==> config.mk <==
export PLATFORM = sky130hd
export DESIGN_NAME = mult_arbiter_ctrl
export DESIGN_NICKNAME = d
export VERILOG_FILES = /design/src/rtl/mult_arbiter_ctrl.sv
export SDC_FILE = /design/constraint.sdc
export NUM_CORES = 1
export LEC_CHECK = 0
export ABC_CLOCK_PERIOD_IN_PS = 3700
export CORE_MARGIN = 2
export CORE_UTILIZATION = 50
export CTS_BUF_LIST = sky130_fd_sc_hd__clkbuf_4 sky130_fd_sc_hd__clkbuf_8
export DETAILED_ROUTE_END_ITERATION = 12
export MAX_ROUTING_LAYER = met4
export PLACE_DENSITY = 0.83
export SYNTH_ARGS = -nofsm -noshare
export SYNTH_HDL_FRONTEND = slang
export SYNTH_SLANG_ARGS = --single-unit
==> constraint.sdc <==
create_clock -name clk -period 3.7 [get_ports clk]
set_input_delay 0.74 -clock clk [delete_from_list [all_inputs] [get_ports clk]]
set_output_delay 0.74 -clock clk [all_outputs]
set_load 0.01 [all_outputs]
==> src/rtl/mult_arbiter_ctrl.sv <==
// mult_arbiter_ctrl
//
// Round-robin scheduler that shares one repeated-addition multiplier datapath
// (A register, B down-counter, P accumulator) among NREQ requesters. One
// requester is granted at a time. Its operands are steered into the datapath
// through `sel`. The block then sequences load / clear / accumulate / decrement
// strobes until the datapath reports B == 0 (`eqz`), and finally pulses `done`
// for that requester.
//
// Handshake: `req[i]` is a level request. The requester holds it until it sees
// its one-cycle `done[i]`. Arbitration only happens in IDLE. Once granted, an
// operation always runs to completion, even if the requester drops `req`. Only
// reset cancels an operation, and a cancelled operation issues no `done`.
//
// Ports
//   clk       in   single clock, rising edge
//   rst       in   synchronous active-high reset
//   req       in   [NREQ]  level request per requester
//   eqz       in   datapath B == 0; sampled only in CHECK
//   ld_a      out  load A from the selected operand
//   ld_b      out  load B from the selected operand
//   clr       out  clear P
//   ld_p      out  P <= P + A
//   dec       out  B <= B - 1
//   sel       out  [SELW]  index of the granted requester
//   gnt       out  [NREQ]  one-hot grant, held from GRANT through DONE
//   done      out  [NREQ]  one-hot, one-cycle completion pulse
//   err       out  pulses with `done` when the op hit MAX_ITER
//   busy      out  high in every state except IDLE
//   iter_cnt  out  [CNTW]  accumulate iterations of the current/last op
module mult_arbiter_ctrl #(
    parameter int NREQ     = 4,
    parameter int SELW     = 2,
    parameter int CNTW     = 8,
    parameter int MAX_ITER = 255
) (
    input  logic            clk,
    input  logic            rst,
    input  logic [NREQ-1:0] req,
    input  logic            eqz,
    output logic            ld_a,
    output logic            ld_b,
    output logic            clr,
    output logic            ld_p,
    output logic            dec,
    output logic [SELW-1:0] sel,
    output logic [NREQ-1:0] gnt,
    output logic [NREQ-1:0] done,
    output logic            err,
    output logic            busy,
    output logic [CNTW-1:0] iter_cnt
);

    typedef enum logic [2:0] {
        S_IDLE  = 3'd0,
        S_GRANT = 3'd1,
        S_LOADB = 3'd2,
        S_CHECK = 3'd3,
        S_ACC   = 3'd4,
        S_DONE  = 3'd5
    } state_t;

    localparam logic [NREQ-1:0] ONE_HOT0 = {{(NREQ-1){1'b0}}, 1'b1};
    localparam logic [SELW-1:0] PTR_RST  = SELW'(NREQ - 1);
    localparam logic [CNTW-1:0] ITER_MAX = CNTW'(MAX_ITER);

    state_t          state_q, state_d;
    logic [SELW-1:0] sel_q, sel_d;
    logic [NREQ-1:0] gnt_q, gnt_d;
    logic [SELW-1:0] ptr_q, ptr_d;
    logic [CNTW-1:0] iter_q, iter_d;
    logic            abort_q, abort_d;

    // Round-robin pick. The search starts one past the last winner, so the
    // requester just served has the lowest priority.
    logic            win_found;
    logic [SELW-1:0] win_idx;
    logic [SELW-1:0] cand;

    always_comb begin
        win_found = 1'b0;
        win_idx   = '0;
        cand      = '0;
        for (int i = 1; i <= NREQ; i++) begin
            cand = SELW'((int'(ptr_q) + i) % NREQ);
            if (!win_found && req[cand]) begin
                win_found = 1'b1;
                win_idx   = cand;
            end
        end
    end

    always_comb begin
        state_d = state_q;
        sel_d   = sel_q;
        gnt_d   = gnt_q;
        ptr_d   = ptr_q;
        iter_d  = iter_q;
        abort_d = abort_q;
        case (state_q)
            S_IDLE: begin
                if (win_found) begin
                    state_d = S_GRANT;
                    sel_d   = win_idx;
                    gnt_d   = ONE_HOT0 << win_idx;
                    ptr_d   = win_idx;
                end
            end
            S_GRANT: begin
                iter_d  = '0;
                abort_d = 1'b0;
                state_d = S_LOADB;
            end
            S_LOADB: state_d = S_CHECK;
            S_CHECK: begin
                // B == 0 takes precedence, so an op of exactly MAX_ITER
                // iterations still finishes cleanly.
                if (eqz) begin
                    state_d = S_DONE;
                end else if (iter_q == ITER_MAX) begin
                    state_d = S_DONE;
                    abort_d = 1'b1;
                end else begin
                    state_d = S_ACC;
                end
            end
            S_ACC: begin
                iter_d  = iter_q + CNTW'(1);
                state_d = S_CHECK;
            end
            S_DONE: begin
                state_d = S_IDLE;
                gnt_d   = '0;
                sel_d   = '0;
            end
            default: state_d = S_IDLE;
        endcase
    end

    always_ff @(posedge clk) begin
        if (rst) begin
            state_q <= S_IDLE;
            sel_q   <= '0;
            gnt_q   <= '0;
            ptr_q   <= PTR_RST;
            iter_q  <= '0;
            abort_q <= 1'b0;
        end else begin
            state_q <= state_d;
            sel_q   <= sel_d;
            gnt_q   <= gnt_d;
            ptr_q   <= ptr_d;
            iter_q  <= iter_d;
            abort_q <= abort_d;
        end
    end

    // Moore decode from the state register.
    assign ld_a     = (state_q == S_GRANT);
    assign ld_b     = (state_q == S_LOADB);
    assign clr      = (state_q == S_LOADB);
    assign ld_p     = (state_q == S_ACC);
    assign dec      = (state_q == S_ACC);
    assign done     = (state_q == S_DONE) ? (ONE_HOT0 << sel_q) : '0;
    assign err      = (state_q == S_DONE) && abort_q;
    assign busy     = (state_q != S_IDLE);
    assign sel      = sel_q;
    assign gnt      = gnt_q;
    assign iter_cnt = iter_q;

endmodule

==> metrics <==
status completed; Hold Vio Cnt, Final 0; fmax 352 MHz; async set or reset register ratio after synthesis 0; initial antenna violation count 0; DIE HEIGHT 51.3 µm; Final Skew 0.00456 ns; Setup Total Neg Slack 0 ns; Post-Route WL 2.64 mm; vias in the first global route 927; ANT nets after route 0; RSZ-0062 raised after global routing no; worst reg2reg path endpoint iter_cnt[5]; Top Ports 32; fin. max-slew vios 0; Min-Delay Path Class flip-flop to flip-flop; Row Count 17; DR WL/cell 13.5 µm; layout cells sized above 1 0.0479; GRT busiest layer met2; Crit path required time a little under 3 ns; Synth Flop Type dfxtp_1; clk sinks 20; total power divided by cell area 371 nW/µm²; Seq/Total Area, Yosys 0.358; synth unique cells 41; crit path setup slack, layout 0.859 ns; Syn Nets 152; Crit. End Element output pin; # DRC 0; pre-CTS setup slack 1.19 ns; gpl congestion 0.888; Core Area 2170 µm²; global-route wire length before repair 4.24 mm; Post-synth EDFFs 0; DRT Pass-1 Iters 4; commonest non-fill, non-tap cell in the layout clkdlybuf4s50_1; initial DRC count 25; largest net degree at the start of global routing 22; MaxCap Viol Count 0; Setup crit end done[2]; Yosys reg bits 20; Synth Instances 144; post-DP HPWL 1.92 mm; vias per cell approximately 5.7; final period utilization 0.768; Post CTS Setup Buffer Count 0; CP Max Fanout 10; TritonCTS clock tree built; via count between 1000 and 1500; tightest slew margin relative to the limit 0.519; die area 2630 µm²; hold slack 0.471 ns; Area after DPL 1390 µm²; Clock Path Buffers 2; met2 Use GR 0.342; CTS Buf Count 3; cts repair resizes 0; reg2reg setup slack 1.94 ns; die width between 50 and 60 µm; GRT Total Usage 0.220; met1 usage 0.288; Final #Nets 176; # fillers 198; Reg clk slew, reported paths 0.11 ns; critical path class flip-flop to output pin; Root Driver clkbuf_4; P_leak 0.522 nW; worst slew pin tran 0.719 ns; worst setup path start state_q[0]; H-tree depth 1; Final Cell Area roughly 1400 µm²; RR Startpoint state_q[2]; n_diodes 0; Final min period 2.84 ns; number of setup violations in the final report 0; Max VDD drop between 0.2 and 0.25 mV; WP data arrival ~2.1 ns; initial core utilization 0.516; IO Port Bufs 31; post-synthesis average cell area 7.78 µm²; hold bufs inserted after CTS 0; synthesis-to-layout area growth 27.6%; FF-to-FF path depth 3; Syn Std Cell Area 1120 µm²; yosys warns 0; grt met3 use 0.0322; most frequent cells in the layout 31 x clkdlybuf4s50_1, 20 x dfxtp_1, 18 x a21oi_1; clock latency on the worst-skew pair 0.30 ns; total global routing overflow 0; critical path launch point type flip-flop
worst min-delay path by stage:
| stage | endpoint | startpoint | cells after the start | slack, ns |
|---|---|---|---|---|
| after global placement | gnt[1] | gnt[1] | 2 | 0.45 |
| after floorplan | abort_q | abort_q | 2 | 0.48 |
| final | gnt[3] | gnt[3] | 2 | 0.47 |
| after CTS | gnt[3] | gnt[3] | 2 | 0.48 |
| after detailed placement | gnt[3] | gnt[3] | 2 | 0.46 |
| after global routing | gnt[3] | gnt[3] | 2 | 0.52 |
layout make-up:
type                    instances  area, µm²  area share
inverters                       6       22.5      0.0158
flip-flops and latches         20        400       0.280
multi-input cells             106        624       0.437
well taps                      28       35.0      0.0245
clock buffers                   4       36.3      0.0254
repair buffers                 31        310       0.217
cell usage after synthesis, drive strengths merged, types with 3 or more instances:
| master | number | area [µm²] |
|---|---|---|
| nand3 | 8 | 40.0 |
| dfxtp | 20 | 400 |
| nand3b | 4 | 30.0 |
| or4 | 4 | 30.0 |
| o21ai | 3 | 15.0 |
| nand2 | 11 | 41.3 |
| o21a | 3 | 22.5 |
| clkbuf | 5 | 18.8 |
| inv | 6 | 22.5 |
| buf | 7 | 53.8 |
| nor3 | 6 | 35.0 |
| nor2 | 14 | 52.6 |
| nand2b | 3 | 18.8 |
| a21oi | 18 | 90.1 |
| o211ai | 3 | 22.5 |
critical path, stage by stage (launching register included):
cell and delay (ns):
dfxtp_1 0.53, nand3b_1 0.33, inv_1 0.17, nand2_1 0.07, nor2_1 0.13, clkdlybuf4s50_1 0.56
report_power, final:
group	total (mW)	switching (mW)	internal, mW
Clock	0.128	0.0681	0.0601
Combinational	0.142	0.0717	0.0700
Sequential	0.260	0.0278	0.232
Total	0.530	0.168	0.362
sequential cells by signal (all words and copies together), names as in the netlist:
name and flops:
iter_cnt 8, gnt 4, state_q 3, ptr_q 2
sel 2, abort_q 1
cell families after synthesis:
| logic type | count (synthesis) | share of synthesized area |
|---|---|---|
| fa+ha+maj | 1 | 0.0112 |
| compound gates | 39 | 0.217 |
| buf+inv | 18 | 0.0849 |
| simple gates | 65 | 0.322 |
| flops | 20 | 0.358 |
| xor+xnor | 1 | 0.00782 |
per-layer routing:
layer,up-vias,routed length (µm)
met1,502,1170
met2,43,1270
met5,-,0
met4,0,41
met3,5,161
li1,567,-
through the flow:
stage,util,power (mW),cells
finish,0.659,0.530,195
global placement,0.642,0.400,191
CTS,0.659,0.529,195
global route,0.659,0.559,195
detailed placement,0.642,0.405,191
floorplan,-,0.353,144
(Power assumes the default switching activity.)
